### config.mk
export PLATFORM = sky130hd
export DESIGN_NAME = keypad_scanner_flat
export DESIGN_NICKNAME = d
export VERILOG_FILES = /design/src/rtl/keypad_scanner_pkg.sv /design/src/rtl/keypad_scanner_if.sv /design/src/rtl/keypad_scanner_fifo.sv /design/src/rtl/keypad_scanner.sv /design/src/flat_wrapper.sv
export SDC_FILE = /design/constraint.sdc
export NUM_CORES = 1
export LEC_CHECK = 0
export ABC_AREA = 1
export CORE_AREA = 5 5 143 145
export CTS_CLUSTER_SIZE = 20
export DETAILED_ROUTE_END_ITERATION = 10
export DIE_AREA = 0 0 148 150
export HOLD_SLACK_MARGIN = 0.12
export SETUP_SLACK_MARGIN = 0.1
export SYNTH_ARGS = -nofsm -noshare
export SYNTH_HDL_FRONTEND = slang
export SYNTH_SLANG_ARGS = --single-unit
### constraint.sdc
create_clock -name clk -period 3.05 [get_ports clk]
set_clock_uncertainty 0.05 [all_clocks]
set_input_delay 0.61 -clock clk [delete_from_list [all_inputs] [get_ports clk]]
set_output_delay 0.61 -clock clk [all_outputs]
set_load 0.03 [all_outputs]
### src/rtl/keypad_scanner_pkg.sv
// Shared definitions for the matrix keypad scanner: scan FSM encoding,
// parameter defaults and a constant log2 helper.
package keypad_pkg;
  localparam int DEF_ROWS       = 4;
  localparam int DEF_COLS       = 4;
  localparam int DEF_SCAN_DIV   = 50000;
  localparam int DEF_DEB_FRAMES = 4;
  localparam int DEF_FIFO_DEPTH = 8;

  typedef enum logic {
    ST_DRIVE   = 1'b0,
    ST_PROCESS = 1'b1
  } scan_state_t;

  // ceil(log2(v)); 0 for v <= 1
  function automatic int clog2(input int v);
    int r;
    r = 0;
    for (int i = 0; i < 31; i++)
      if ((1 << i) < v) r = i + 1;
    return r;
  endfunction
endpackage

### src/rtl/keypad_scanner_if.sv
// Key-event stream: head code plus valid/ready handshake.
interface keypad_scanner_if #(
  parameter int POS_W = 4
);
  logic [POS_W-1:0] key_pos;
  logic             key_valid;
  logic             key_ready;

  modport master (output key_pos, output key_valid, input  key_ready);
  modport slave  (input  key_pos, input  key_valid, output key_ready);
endinterface

### src/rtl/keypad_scanner_fifo.sv
// First-word-fall-through event queue; pointers carry one extra wrap bit
// so full and empty are distinguishable without a separate counter.
module key_fifo
  import keypad_pkg::*;
#(
  parameter int W     = 4,
  parameter int DEPTH = 8
) (
  input  logic         clk,
  input  logic         rst,
  input  logic         push,
  input  logic [W-1:0] push_data,
  input  logic         pop_req,
  output logic [W-1:0] head,
  output logic         valid,
  output logic         drop
);
  localparam int AW = (clog2(DEPTH) < 1) ? 1 : clog2(DEPTH);

  logic [DEPTH-1:0][W-1:0] mem;
  logic [AW:0]             wptr, rptr;
  logic                    empty, full, pop, wr;

  assign empty = (wptr == rptr);
  assign full  = (wptr[AW] != rptr[AW]) && (wptr[AW-1:0] == rptr[AW-1:0]);
  assign pop   = pop_req && !empty;
  // a pop in the same cycle frees the slot the push lands in
  assign wr    = push && (!full || pop);
  assign drop  = push && full && !pop;
  assign valid = !empty;
  assign head  = mem[rptr[AW-1:0]];

  always_ff @(posedge clk or negedge rst) begin
    if (!rst) begin
      mem  <= '0;
      wptr <= '0;
      rptr <= '0;
    end else begin
      if (wr) begin
        mem[wptr[AW-1:0]] <= push_data;
        wptr              <= wptr + (AW+1)'(1);
      end
      if (pop) rptr <= rptr + (AW+1)'(1);
    end
  end
endmodule

### src/rtl/keypad_scanner.sv
// Column-scanning keypad controller: drives one column low at a time,
// debounces every key across frames and queues press events.
module keypad_scanner
  import keypad_pkg::*;
#(
  parameter int ROWS       = DEF_ROWS,
  parameter int COLS       = DEF_COLS,
  parameter int SCAN_DIV   = DEF_SCAN_DIV,
  parameter int DEB_FRAMES = DEF_DEB_FRAMES,
  parameter int FIFO_DEPTH = DEF_FIFO_DEPTH
) (
  input  logic              clk,
  input  logic              rst,
  input  logic [ROWS-1:0]   fila,
  output logic [COLS-1:0]   col,
  keypad_scanner_if.master  ev,
  output logic              held,
  output logic              overflow,
  input  logic              clr_ovf
);
  localparam int NKEYS = ROWS * COLS;
  localparam int POS_W = (clog2(NKEYS) < 1) ? 1 : clog2(NKEYS);
  localparam int RW    = (clog2(ROWS) < 1) ? 1 : clog2(ROWS);
  localparam int CW    = (clog2(COLS) < 1) ? 1 : clog2(COLS);
  localparam int DW    = (clog2(SCAN_DIV) < 1) ? 1 : clog2(SCAN_DIV);
  localparam int CNT_W = (clog2(DEB_FRAMES + 1) < 1) ? 1 : clog2(DEB_FRAMES + 1);

  scan_state_t               state, nxt;
  logic [ROWS-1:0]           fila_s1, fila_s2, samp;
  logic [DW-1:0]             div;
  logic [RW-1:0]             row;
  logic [CW-1:0]             c, c_nxt;
  logic [COLS-1:0]           col_r;
  logic [NKEYS-1:0]          stable;
  logic [NKEYS-1:0][CNT_W-1:0] cnt;
  logic [POS_W-1:0]          idx;
  logic                      div_done, row_last, proc, cur_s, differ, hit, push;
  logic                      held_r, ovf_r, drop;
  logic [POS_W-1:0]          head;
  logic                      valid;

  assign div_done = (div == DW'(SCAN_DIV - 1));
  assign row_last = (row == RW'(ROWS - 1));
  assign c_nxt    = (c == CW'(COLS - 1)) ? '0 : c + CW'(1);

  always_ff @(posedge clk or negedge rst) begin
    if (!rst) state <= ST_DRIVE;
    else      state <= nxt;
  end

  always_comb begin
    nxt = state;
    case (state)
      ST_DRIVE:   if (div_done) nxt = ST_PROCESS;
      ST_PROCESS: if (row_last) nxt = ST_DRIVE;
      default:    nxt = ST_DRIVE;
    endcase
  end

  // rows idle high, so the synchronizer resets to the released level
  always_ff @(posedge clk or negedge rst) begin
    if (!rst) begin
      fila_s1 <= '1;
      fila_s2 <= '1;
    end else begin
      fila_s1 <= fila;
      fila_s2 <= fila_s1;
    end
  end

  always_ff @(posedge clk or negedge rst) begin
    if (!rst) begin
      div   <= '0;
      row   <= '0;
      c     <= '0;
      col_r <= ~COLS'(1);
      samp  <= '0;
    end else if (state == ST_DRIVE) begin
      if (div_done) begin
        div  <= '0;
        samp <= ~fila_s2;
      end else begin
        div <= div + DW'(1);
      end
    end else begin
      if (row_last) begin
        row   <= '0;
        c     <= c_nxt;
        col_r <= ~(COLS'(1) << c_nxt);
      end else begin
        row <= row + RW'(1);
      end
    end
  end

  assign col    = col_r;
  assign proc   = (state == ST_PROCESS);
  assign idx    = POS_W'(int'(row) * COLS + int'(c));
  assign cur_s  = samp[row];
  assign differ = (cur_s != stable[idx]);
  assign hit    = differ && (cnt[idx] == CNT_W'(DEB_FRAMES - 1));
  assign push   = proc && hit && cur_s;

  // one key per PROCESS cycle; a toggle to pressed emits its code
  always_ff @(posedge clk or negedge rst) begin
    if (!rst) begin
      stable <= '0;
      cnt    <= '0;
    end else if (proc) begin
      if (!differ) begin
        cnt[idx] <= '0;
      end else if (hit) begin
        stable[idx] <= ~stable[idx];
        cnt[idx]    <= '0;
      end else begin
        cnt[idx] <= cnt[idx] + CNT_W'(1);
      end
    end
  end

  key_fifo #(.W(POS_W), .DEPTH(FIFO_DEPTH)) u_fifo (
    .clk       (clk),
    .rst       (rst),
    .push      (push),
    .push_data (idx),
    .pop_req   (ev.key_ready),
    .head      (head),
    .valid     (valid),
    .drop      (drop)
  );

  assign ev.key_pos   = head;
  assign ev.key_valid = valid;

  // a drop in the same cycle as clr_ovf keeps the flag set
  always_ff @(posedge clk or negedge rst) begin
    if (!rst) begin
      held_r <= 1'b0;
      ovf_r  <= 1'b0;
    end else begin
      held_r <= |stable;
      if (drop)         ovf_r <= 1'b1;
      else if (clr_ovf) ovf_r <= 1'b0;
    end
  end

  assign held     = held_r;
  assign overflow = ovf_r;
endmodule

### src/flat_wrapper.sv
// flat-port wrapper written by rule: the top's interface ports become plain ports
module keypad_scanner_flat import keypad_pkg::*;
#(
  parameter int ROWS       = DEF_ROWS,
  parameter int COLS       = DEF_COLS,
  parameter int SCAN_DIV   = DEF_SCAN_DIV,
  parameter int DEB_FRAMES = DEF_DEB_FRAMES,
  parameter int FIFO_DEPTH = DEF_FIFO_DEPTH
)
  (clk, rst, fila, col, held, overflow, clr_ovf, ev_key_pos, ev_key_valid, ev_key_ready);
  keypad_scanner_if #(.POS_W(4)) ev_i ();
  input  logic clk;
  input  logic rst;
  input  logic [ROWS-1:0] fila;
  output logic [COLS-1:0] col;
  output logic held;
  output logic overflow;
  input  logic clr_ovf;
  output wire logic [$bits(ev_i.key_pos)-1:0] ev_key_pos;
  output wire logic [$bits(ev_i.key_valid)-1:0] ev_key_valid;
  input wire logic [$bits(ev_i.key_ready)-1:0] ev_key_ready;
  assign ev_key_pos = ev_i.key_pos;
  assign ev_key_valid = ev_i.key_valid;
  assign ev_i.key_ready = ev_key_ready;
  keypad_scanner #(.ROWS(ROWS), .COLS(COLS), .SCAN_DIV(SCAN_DIV), .DEB_FRAMES(DEB_FRAMES), .FIFO_DEPTH(FIFO_DEPTH)) u_core (.clk(clk), .rst(rst), .fila(fila), .col(col), .ev(ev_i), .held(held), .overflow(overflow), .clr_ovf(clr_ovf));
endmodule
* After elaboration in Yosys (flattened, before gate mapping)
Cells that the tools add are included.
** Word-level totals
- Latch bits :: 0
- ROM bits :: 0
- Bits in writable memories :: 0
- Output and inout bits :: 11
- Logic and storage cells :: 111
- Bits in registers :: 143
- Bits of input ports :: 8
- Memories kept :: 0
** Cells by class
- Equality and inequality tests :: 8
- Bitwise logic cells :: 6
- $lt $le $gt $ge :: 6
- Div/mod/pow operators :: 0
- $add $sub $neg :: 7
- Reduce and logical (&&, ||, !) cells :: 19
- Mux-type cells :: 27
- Multipliers :: 0
- Shift operators :: 1
** Operators with widths (count)
- two-way mux 48 bit :: 2
- AND 48 bit :: 1
- bitwise mux 48 bit :: 1
- inverter 48 bit :: 1
- bitwise mux 32 bit :: 1
- adder 16 x 1 -> 16 bit, second input constant :: 1
- bitwise mux 16 bit :: 1
- == test 16 bit, second input constant :: 1
- two-way mux 16 bit :: 1
- OR reduction 16 bit :: 1
- binary-select mux 3 bit (select 4 bit) :: 1
- binary-select mux 4 bit (select 3 bit) :: 1
- demux 3 bit (select 4 bit) :: 1
- demux 4 bit (select 3 bit) :: 1
- logical AND 1 bit :: 10
- adder 4 x 1 -> 4 bit, second input constant :: 2
- less-than comparator 3 x 4 -> 1 bit, second input constant :: 2
- two-way mux 4 bit :: 2
- inverter 4 bit :: 2
- two-way mux 1 bit :: 7
- two-way mux 3 bit :: 2
- less-than comparator 4 x 5 -> 1 bit, second input constant :: 1
- adder 2 x 1 -> 2 bit, second input constant :: 2
- adder 4 x 2 -> 4 bit :: 1
- 21 further kinds :: 28

* Logic depth before layout (Yosys ltp)
Gate-level depths: netlist (run 1).
- Depth in word-level cells :: 10
- Mapped depth :: 19
- Depth with buffers taken out :: 15

* Hierarchy
From an unflattened synthesis (run 1), not the netlist that was laid out.
** Second synthesis, totals
- Cell total of the unflattened synthesis :: 1050
- Area, all modules :: 7987.7 um^2
** Modules (own cells, without submodules)
- keypad_scanner :: area an instance 5834.3 um^2, seq. area each 2591.2 um^2, cells an instance 778, times used 1
- key_fifo :: area an instance 2153.3 um^2, seq. area each 1001.0 um^2, cells an instance 272, times used 1

* Worst setup path after synthesis (run 1)
OpenSTA, ideal clock, no wires.
- Path type :: register to register
- Start point :: reg u_core.c[0]
- End point :: reg u_core.cnt[34] in the netlist's numbering
- Path buffers :: 5
- Library setup time :: 117 ps
- Slack :: 249 ps
- Period minus slack after synthesis :: 2801 ps
- Stages on the path, launching flop included :: 20
- Data required time :: 2883 ps
- Arrival :: 2634 ps
- Cell sequence :: dfrtp_1 -> inv_2 -> buf_2 -> buf_2 -> buf_2 -> buf_2 -> a21oi_1 -> o21ai_0 -> o211ai_1 -> nand3_1 -> nand2_1 -> ha_1 -> ha_1 -> inv_1 -> nand3_1 -> nand2_1 -> buf_2 -> o21ai_0 -> nand2_1 -> nand2_1
** On the way
- Longest elaborated chain between the ends :: 9
- Elaborated cells on any way between the ends :: 19
- Those cells by class :: 2 x add/sub; 2 x order compare; 2 x eq/ne; 9 x mux; 2 x bitwise; 2 x reduce/logical
** RTL lines
- start: declaration :: RTL line keypad_scanner.sv:32 : logic [CW-1:0] c, c_nxt;
- start signal: assignment :: RTL line keypad_scanner.sv:88 : c <= c_nxt;
- adder 4 x 2 -> 4 bit (*) :: RTL line keypad_scanner.sv:98 : assign idx = POS_W'(int'(row) * COLS + int'(c));
- branches (longest 7 deep; another with adder 3 x 1 -> 3 bit)
- two-way mux 48 bit (*) :: RTL line keypad_scanner.sv:110 : if (!differ) begin
- end signal: indexed assignment :: RTL line keypad_scanner.sv:116 : cnt[idx] <= cnt[idx] + CNT_W'(1);
- end: declaration :: RTL line keypad_scanner.sv:35 : logic [NKEYS-1:0][CNT_W-1:0] cnt;
Every way passes the cells marked *. The select of a mux whose other input is x is not followed.
A chain may end at the register's enable or synchronous reset.

* Worst setup path in the final report (run 1)
- Start point :: reg u_core.u_fifo.rptr[0]
- End point :: out ev_key_valid
** On the way
- Longest elaborated chain between the ends :: 2
** RTL lines
- start: declaration :: RTL line keypad_scanner_fifo.sv:21 : logic [AW:0] wptr, rptr;
- start signal: assignment :: RTL line keypad_scanner_fifo.sv:43 : if (pop) rptr <= rptr + (AW+1)'(1);
- == test 4 bit :: RTL line keypad_scanner_fifo.sv:24 : assign empty = (wptr == rptr);
- logical NOT 1 bit :: RTL line keypad_scanner_fifo.sv:30 : assign valid = !empty;
- end: declaration :: RTL line flat_wrapper.sv:20 : output wire logic [$bits(ev_i.key_valid)-1:0] ev_key_valid;
No other way between the ends.

==> results of run 1 <==
## critical path, stage by stage, from the launching register on
cell and delay (ps):
dfrtp_1 530, buf_4 240, nand2_1 60, nand4_1 120
nor2_1 60, nand2_1 90, clkdlybuf4s50_1 690
## layout make-up
class | instances | area (um2) | area share [%]
multi-input cells | 695 | 3340 | 38.9
well taps | 238 | 298 | 3.47
repair buffers | 44 | 424 | 4.94
inverters | 88 | 334 | 3.89
clock inverters | 15 | 175 | 2.04
flip-flops and latches | 143 | 3590 | 41.8
clock buffers | 17 | 425 | 4.96
## report_power, final
group          switching (mW)  internal [mW]  total [mW]
clock network           0.895           1.23        2.13
registers              0.0578           1.94        1.99
logic                   0.411          0.216       0.627
total                    1.36           3.38        4.75
## metal layers
metal / part of all wire (%) / GRT usage [%]
met5: 0 / 0
met4: 2.4 / 7.16
met3: 5.1 / 4.24
met2: 45 / 28.7
met1: 47 / 25.8
## placed cells by master (no fill, tap or decap), types with 13 or more instances in the layout
cell type and n:
a21oi_1 20, clkdlybuf4s50_1 13, nor2_1 84, buf_4 21
inv_1 78, dfrtp_1 132, nand3_1 103, o21ai_0 96
ha_1 15, clkbuf_16 17, nand2_1 290
## kinds of logic (layout without fill, tap and decap cells)
group | count (synthesis) | in the layout | share of synthesized area (%)
AOI/OAI and AO/OA | 146 | 146 | 10.4
xor gates and xnor gates | 10 | 10 | 1.17
adders and majority gates | 15 | 15 | 2.52
buffers and inverters | 128 | 164 | 7.16
DFF | 143 | 143 | 48.1
muxes | 12 | 12 | 1.61
and+or+nand+nor | 512 | 512 | 29.0
## timing repair
action,CTS,global route
hold buffers,1,0
endpoints found under the hold margin,6,0
endpoints found under the setup margin,5,16
resized for setup,6,3
## per-stage QoR
step	hold slack, ps	instance area [um2]
after floorplan	264	7460
after global placement	296	7980
after detailed placement	297	7980
after CTS	302	8580
after global routing	300	8580
final	302	8580
## flip-flops by register name, summed over array words and instances, names as in the netlist
register,count
u_core.stable,16
u_core.c,2
u_core.u_fifo.rptr,4
u_core.samp,4
u_core.fila_s1,4
u_core.fila_s2,4
u_core.row,2
u_core.cnt,48
u_core.proc,1
u_core.held,1
u_core.div,16
u_core.u_fifo.mem,32
u_core.overflow,1
u_core.col,4
u_core.u_fifo.wptr,4
## path summary, 6_finish.rpt
path / from / endpoint / depth (start not counted)
min in group asynchronous: rst / u_core.cnt[20] / 2
worst max register to register: u_core.c[0] / u_core.cnt[8] / 12
worst min-delay path: u_core.fila_s1[0] / u_core.fila_s2[0] / 0
max in group asynchronous: rst / u_core.fila_s1[0] / 3
worst max-delay path: u_core.u_fifo.rptr[0] / ev_key_valid / 6
worst min register to register: u_core.fila_s1[0] / u_core.fila_s2[0] / 0
==> results.yml, run 1 <==
outcome:
  status: "finished clean"
place:
  pre_cts_ws_ps: 286
  port_buffers: 18
  place_congestion: 0.893
  placedCellCount: 1207
  hpwl_um: 13600
floorplanning:
  coreArea_um2: 19100
  start_util_pct: 39.1
  die_y_um: 150
  io_pins: 19
  fp.dieW_um: 148
  row_count: 51
  die_area_um2: 22200
logic_synthesis:
  synth_cells: 966
  yosysTopAreaCell: "dfrtp_1"
  synth_commonest_cells: "nand2_1, dfrtp_1, nand3_1"
  synth_area_leaders: "dfrtp_1, nand2_1, nand3_1, o21ai_0, nor2_1"
  ys_types: 37
  ys.flop_type: "dfrtp_1"
  synth_edf_count: 0
  syn_avg_cell_area_um2: 7.72
  ys_warn_count: 0
  yosysSeqAreaShare_pct: 48.1
  synth_most_common_cell: "nand2_1"
  syn_area_um2: 7460
  synth_seq_cells: 143
  async_flop_share_pct: 100
  syn_nets: 989
  netlist.area_leader.share_pct: 44.3
sta:
  min_period_ps: 2880
  hold_viol: 0
  finalWorstSetupSlack_ps: 170
  drv_slew: 0
  tns_ps: 0
  rsz0062_at_grt: "yes"
  setup_viol_count_final: 0
  worst_pin_slew_ps: 572
  slew_headroom_pct: 61.9
  clock.fmax_mhz: 347
  min_period_over_period_pct: 94.4
final_layout:
  area_growth_pct: 15.0
  instances_no_fill: 1240
  nNetsFinal: 1012
  nFillCells: 1904
  drive_gt1_share_pct: 8.78
  diodes: 0
  final_util_pct: 45.0
routing:
  drt_iter0_markers: 524
  drc: 0
  drt-pass1-iter-count: 5
  ant_nets: 0
  wl_per_cell_um: 15.8
  vias_per_cell: 5.23
  wl_um: 19600
  via_count: 6480
grt:
  grt_max_degree: 59
  grt_usage_pct: 18.7
  gr-total-overflow: 0
  grt_pass1_vias: 6192
  grt_pass1_wl_um: 32700
  antenna_found_initial: 0
power_and_ir_drop:
  peakVddDrop_uv: 263
  p_per_area_nw_per_um2: 553
  power_mw: 4.75
  power.static_leakage_nw: 4.29
job:
  max_cap_viol_count: 0
setup_path:
  cp-start-kind: "flop"
  crit_required_ps: 2390
  path_max_fanout: 11
  r2r_slack_ps: 270
  cp-end-kind: "output port"
  path_class: "flop to output port"
  cp.arrival_ps: 2220
clock_network:
  clkLatencyLatePin_ps: 430
  cts_buffers: 17
  htreeDepth: 4
  clock_sinks: 143
  root_buffer: "clkbuf_16"
  post-cts-setup-buffers: 0
  tritoncts: "yes"
  cts.clk_slew.worst_paths_ps: 60
  clock_path_buffers: 2
hold_path:
  hp-class: "flop to flop"
Power figures use the tool's default switching activity.
==> inputs of run 2 (changes only) <==
CORE_AREA = 5 5 179 181   (was 5 5 143 145)
DIE_AREA = 0 0 184 186   (was 0 0 148 150)
==> results.yml, run 2 (synthesized netlist as in run 1, its figures left out) <==
sta:
  slew_headroom_pct: 54.6
  clock.fmax_mhz: 350
  tns_ps: 0
  worst_pin_slew_ps: 674
  drv_slew: 0
  finalWorstSetupSlack_ps: 196
  hold_viol: 0
  min_period_ps: 2850
  rsz0062_at_grt: "yes"
  setup_viol_count_final: 0
  min_period_over_period_pct: 93.6
final_layout:
  largest_reg_flops: 48
  final_common_cell: "nand2_1"
  multi_input_area_um2: 3340
  top_register: "u_core.cnt"
  drive_gt1_share_pct: 8.33
  nNetsFinal: 1006
  final-seq-area_um2: 3590
  area_growth_pct: 17.8
  instances_no_fill: 1392
  layout_common_cells: "nand2_1, dfrtp_1, nand3_1, o21ai_0, nor2_1"
  reg_top3: "u_core.cnt: 48 flops, u_core.u_fifo.mem: 32 flops"
  diodes: 0
  nFillCells: 3221
  stdcell_area_um2: 8790
routing:
  drt-pass1-iter-count: 5
  drc: 0
  ant_nets: 0
  vias_per_cell: 4.72
  wl_per_cell_um: 14.3
  wl_um: 19900
  drt_iter0_markers: 574
  via_count: 6564
floorplanning:
  coreArea_um2: 30300
  die_area_um2: 34200
  io_pins: 19
  fp.dieW_um: 184
  row_count: 64
  die_y_um: 186
  start_util_pct: 24.7
setup_path:
  path_class: "flop to output port"
  crit_chain: "inv_2 > nand2_1 > nand4_1 > nor2_1 > nand2_1 > clkdlybuf4s50_1"
  cp-end-kind: "output port"
  critPathSlowestCell: "clkdlybuf4s50_1"
  cpPeakStageDelay_ps: 680
  cp.arrival_ps: 2190
  crit_required_ps: 2390
  rr_worst_depth: 13
  cp_top_family: "buffers and inverters"
  cpMostUsedCell: "nand2_1"
  cp-start-kind: "flop"
  worst-path-buf-inv: 2
  path_max_fanout: 11
  worst-path-stages: 6
place:
  placedCellCount: 1360
  port_buffers: 18
  pre_cts_ws_ps: 258
  hpwl_um: 13600
  placement.cell_area_um2: 8140
  place_congestion: 0.884
power_and_ir_drop:
  p_per_area_nw_per_um2: 559
  power.static_leakage_nw: 4.28
  power_mw: 4.92
  peakVddDrop_uv: 242
grt:
  grt_max_degree: 68
  gr-total-overflow: 0
  antenna_found_initial: 0
  grt_pass1_wl_um: 33500
  grt_usage_pct: 12.0
  grt_pass1_vias: 6474
clock_network:
  cts_buffers: 17
  htreeDepth: 4
  clkLatencyLatePin_ps: 430
  clock_sinks: 143
  tritoncts: "yes"
  cts.clk_slew.worst_paths_ps: 60
  post-cts-setup-buffers: 0
  root_buffer: "clkbuf_16"
  clock_path_buffers: 2
job:
  max_cap_viol_count: 0
hold_path:
  hp-class: "primary input to asynchronous set/reset pin"
outcome:
  status: "finished clean"
run 2: cell count changes in the layout (fill, tap and decap cells not counted), sizes merged, moves of 2 or more:
cell / change
bufinv: +2
buf: -5
clkbuf: +7
clkinv: -2
inv: -7
run 2: layout make-up:
class / count / area share, %
Sequential cell: 143 / 40.9
Multi-Input combinational cell: 695 / 38.0
Tap cell: 396 / 5.64
Clock buffer: 23 / 5.55
Timing Repair Buffer: 38 / 4.33
Inverter: 88 / 3.83
Clock inverter: 9 / 1.78
run 2: layer usage:
layer  routed length, um  GRT usage (%)  vias to the layer above
met1                9210           16.4                     3169
met5                   0              0                        -
li1                    -              -                     3191
met2                9420           19.4                      174
met3                 869           1.95                       30
met4                 383           4.23                        0
run 2: power breakdown:
part | leakage (nW) | switching, mW | internal, mW
sequential | 1.93 | 0.0424 | 1.94
combinational | 2.04 | 0.453 | 0.212
clock | 0.306 | 0.813 | 1.46
total | 4.28 | 1.31 | 3.61
run 2: per-stage QoR:
step | utilization (%) | hold slack, ps
floorplan | - | 264
global placement | 26.9 | 298
detailed placement | 26.9 | 298
CTS | 29.0 | 161
global route | 29.0 | 182
finish | 29.0 | 135
run 2: final timing paths:
| path | from | to | slack, ps |
|---|---|---|---|
| max in group asynchronous | rst | u_core.fila_s1[1] | 2110 |
| worst min register to register | u_core.fila_s1[2] | u_core.fila_s2[2] | 310 |
| worst max register to register | u_core.c[1] | u_core.u_fifo.mem[31] | 350 |
| worst max-delay path | u_core.u_fifo.rptr[1] | ev_key_valid | 200 |
| worst min-delay path | rst | u_core.u_fifo.mem[26] | 130 |
| min in group clk | u_core.fila_s1[2] | u_core.fila_s2[2] | 310 |
run 2: timing repair:
item | CTS | global route
setup endpoints to repair | 5 | 20
endpoints found under the hold margin | 0 | 0
gates resized for setup | 6 | 10
pin swaps | 0 | 0
hold buffers | 0 | 0
==> variant 1: new RTL, settings of run 1 <==
The package constant `DEF_SCAN_DIV` goes from 50000 to 200000.
--- a/src/rtl/keypad_scanner_pkg.sv
+++ b/src/rtl/keypad_scanner_pkg.sv
@@ -3,7 +3,7 @@
 package keypad_pkg;
   localparam int DEF_ROWS       = 4;
   localparam int DEF_COLS       = 4;
-  localparam int DEF_SCAN_DIV   = 50000;
+  localparam int DEF_SCAN_DIV   = 200000;
   localparam int DEF_DEB_FRAMES = 4;
   localparam int DEF_FIFO_DEPTH = 8;
 
Check against the original RTL: no difference found for any inputs over 10 cycles, from zero or initial values and one cycle with rst low; that may be too few to reach the edited logic, so the function may still have changed.
==> variant 1 against run 1 <==
Design area is 0.98% higher. Largest cell class unchanged. Maximum frequency is 0.96% higher. Routed wire length is 2.7% higher. Area after synthesis is 1.9% higher. Worst setup slack better by 27 ps. Sequential cell count is 2 higher. Combinational power is 5.1% higher. Total power is 3.4% higher.
==> variant 1: results <==
set metrics [dict create \
    reg2regPathDepth 14 \
    gr-usage-met3_pct 3.27 \
    gr-usage-met2_pct 29.7 \
    vdd_drop_max_uv 377 \
    seq_area_frac_synth_pct 47.9 \
    power.leakage_nw 4.31 \
    grtUsageTotal_pct 19.0 \
    place.gp.congestion 0.846 \
    synthTopCellsByArea "dfrtp_1 44%, nand2_1 16%, nand3_1 5.4%" \
    top_regs "u_core.cnt (48), u_core.u_fifo.mem (32), u_core.div (18)" \
    vias 6519 \
    synth_fp_nets 1018 \
    synth_commonest_cells "328 x nand2_1, 134 x dfrtp_1, 90 x inv_1" \
    r2r_end "u_core.cnt[29]" \
    max_slew_margin_pct 55.5 \
    grt_pass1_vias 6334 \
    dp_hpwl_mm 13.7 \
    rrSetupSlack_ps 250 \
    p_switching_mw 1.34 \
    synth_cell_types 42 \
    worstPathArrival_ps 2190 \
    hold_class "input pin to asynchronous set/reset pin" \
    grt_pass1_wl_mm 33.4 \
    grt_max_degree 71 \
    use_met1_pct 27.4 \
    whs_ps 113 \
    outcome "finished, final reports clean" \
    final_layout_size_suffix_gt1_share_pct 9.14 \
]
[variant 1: kinds of logic after synthesis]
kind of cell    Yosys count  share of synthesized area (%)
simple gates            550                           31.0
flops                   145                           47.9
compound gates          138                           9.76
buf+inv                 136                           7.54
fa+ha+maj                14                           2.30
xor+xnor                 11                           1.27
mux                       2                          0.263
[variant 1: timing repair]
item	4_1_cts	5_1_grt
gates resized for setup	6	1
gates cloned	0	0
endpoints found under the setup margin	5	1
pin swaps	0	0
[variant 1: through the flow]
step	util (%)	total power [mW]	std cells	worst slack, ps	instance area, um^2
after floorplan	-	2.48	996	346	7600
after global placement	42.2	2.73	1235	292	8050
after global routing	45.4	5.10	1267	108	8670
after CTS	45.4	4.95	1267	120	8670
final	45.4	4.91	1267	197	8670
after detailed placement	42.2	2.73	1235	288	8050
[variant 1: critical path: cells and delay by family (launching register included)]
family,cells,cell delay (ps)
buffers and inverters,2,890
flip-flops,1,490
AND/OR/NAND/NOR,4,370
[variant 1: power by group through the flow]
stage               Clock [mW]  Combinational [mW]  Sequential (mW)
floorplan                    0               0.463             2.01
global placement             0               0.691             2.04
detailed placement           0               0.696             2.04
CTS                       2.28               0.664             2.01
global route              2.35               0.729             2.01
finish                    2.24               0.659             2.01
[variant 1: layout make-up]
class | count | area [um^2]
fill | 1915 | 10400
clock inverter | 13 | 183
timing repair buffer | 38 | 339
sequential | 145 | 3640
multi-input combinational | 715 | 3390
inverter | 99 | 373
clock buffer | 19 | 443
tap | 238 | 298
[variant 1: how the worst max path moves through the flow]
stage | start | endpoint | slack (ps) | cells after the start
final | u_core.u_fifo.rptr[1] | ev_key_valid | 200 | 6
after CTS | u_core.u_fifo.rptr[1] | ev_key_valid | 120 | 6
after global placement | u_core.u_fifo.rptr[1] | ev_key_pos[3] | 290 | 6
after floorplan | u_core.c[1] | u_core.cnt[14] | 350 | 17
after detailed placement | u_core.u_fifo.rptr[1] | ev_key_pos[3] | 290 | 6
after global routing | u_core.u_fifo.rptr[1] | ev_key_valid | 110 | 6
[variant 1: per-layer routing]
| layer | vias up | part of all wire (%) |
|---|---|---|
| met5 | - | 0 |
| met4 | 0 | 1.0 |
| met3 | 15 | 4.7 |
| met2 | 173 | 46 |
| met1 | 3079 | 49 |
| li1 | 3252 | - |
==> variant 2: new RTL, config.mk and constraints of run 1 <==
Without the edit above. Put one more register stage on the output `overflow`, with the module's reset. The value now appears one clock later. The other outputs are not delayed to match.
--- a/src/rtl/keypad_scanner.sv
+++ b/src/rtl/keypad_scanner.sv
@@ -145,6 +145,12 @@
   end
 
   assign held     = held_r;
-  assign overflow = ovf_r;
+  always_ff @(posedge clk or negedge rst) begin
+    if (!rst) begin
+      overflow <= '0;
+    end else begin
+      overflow <= ovf_r;
+    end
+  end
 endmodule
 
Check against the original RTL: same outputs for any inputs over 10 cycles, from zero or initial values and one cycle with rst low; that may be too few to reach the edited logic, so the function may still have changed.
==> variant 2 against run 1 <==
Global-route usage rose by 0.14 points. Design area rose by 0.22%. Worst setup slack improved by 150 ps. Register-to-register slack improved by 90 ps. Routed wire length rose by 1.9%. Area after synthesis rose by 1.7%. First-iteration DRC count rose by 1.1%. Critical path type unchanged. Sequential cell count rose by 1. Total power fell by 3.5%.
==> variant 2: results <==
set metrics [dict create \
    grtUsageTotal_pct 18.8 \
    synthAdderAreaFrac_pct 2.47 \
    place_area_mm2 0.00804 \
    synthTopCellsByArea "dfrtp_1 44%, nand2_1 15%, o21ai_0 5.9%" \
    outcome "finished, final reports clean" \
    synth_commonest_cells "303 x nand2_1, 133 x dfrtp_1, 90 x nor2_1, 90 x o21ai_0, 79 x nand3_1" \
    final_layout_size_suffix_gt1_share_pct 10.3 \
    layout.nets 1008 \
    drt-wirelength-per-cell_um 16.1 \
    period_needed_ps 2730 \
    viasPerCell 5.27 \
    synth_compound_area_share_pct 9.89 \
    synth_fp_nets 985 \
    dp_hpwl_mm 13.8 \
    synth_cell_types 40 \
    cts_resized 7 \
    hold_class "input pin to asynchronous set/reset pin" \
    ctsHoldBuffers 0 \
    clkLatencyLatePin_ps 430 \
    synthXorXnorAreaFrac_pct 1.15 \
    stdcell_count 1236 \
    syn_area_per_cell_um2 7.89 \
    cp_max_fo 19 \
    nFillCells 1887 \
    reg2regPathDepth 14 \
    whs_ps 114 \
    grt_max_degree 64 \
    max_slew_margin_pct 58.0 \
    grt_pass1_vias 6170 \
    drt-initial-drc-count 530 \
    place.gp.congestion 0.938 \
    rrSetupSlack_ps 360 \
    vdd_drop_max_uv 330 \
    worstPathArrival_ps 2070 \
    power.leakage_nw 4.29 \
    grt_pass1_wl_mm 32.9 \
    seq_area_frac_synth_pct 47.6 \
    p_switching_mw 1.31 \
    pre_cts_ws_ps 221 \
]
[variant 2: changes by cell type after synthesis, sizes merged, moves of 4 or more]
cell and change:
nand2 +21, nor3 +5, o21ai -12, nand3 -18, nor2 +5, a21oi -4, mux2i -5
[variant 2: area by class of cell]
cell class / instances / area, um^2 / share of cell area, %
clock buffers: 19 / 433 / 5.03
clock inverters: 13 / 118 / 1.37
inverters: 86 / 335 / 3.90
multi-input cells: 695 / 3410 / 39.7
flip-flops and latches: 144 / 3620 / 42.1
well taps: 238 / 298 / 3.46
repair buffers: 41 / 385 / 4.48
[variant 2: path summary, 6_finish.rpt]
kind / startpoint / to
worst min register to register: u_core.fila_s1[3] / u_core.fila_s2[3]
max in group asynchronous: rst / u_core.col[2]
min in group clk: u_core.fila_s1[3] / u_core.fila_s2[3]
worst max register to register: u_core.c[0] / u_core.u_fifo.mem[22]
worst max-delay path: u_core.u_fifo.rptr[0] / ev_key_pos[2]
worst min-delay path: rst / u_core.cnt[41]
[variant 2: power groups by stage]
stage	clock network, mW	registers [mW]	logic [mW]
5_1_grt	2.09	2.04	0.657
2_1_floorplan	0	2.00	0.452
3_3_place_gp	0	2.05	0.621
3_5_place_dp	0	2.05	0.629
4_1_cts	2.00	2.02	0.596
6_report	1.97	2.03	0.582
[variant 2: worst max-delay path: stages, from the launching register on]
cell and delay [ps]:
dfrtp_4 580, inv_4 190, nor2_1 80, o22ai_1 170, nor2_1 60, a31oi_1 130
dlygate4sd2_1 420
[variant 2: metal layers]
metal  global-route usage [%]  vias up  part of all wire [%]
li1                         -     3164                     -
met1                     26.2     3126                    47
met2                     29.0      182                    46
met3                     4.03       37                   5.1
met4                     6.79        0                   2.5
met5                        0        -                     0
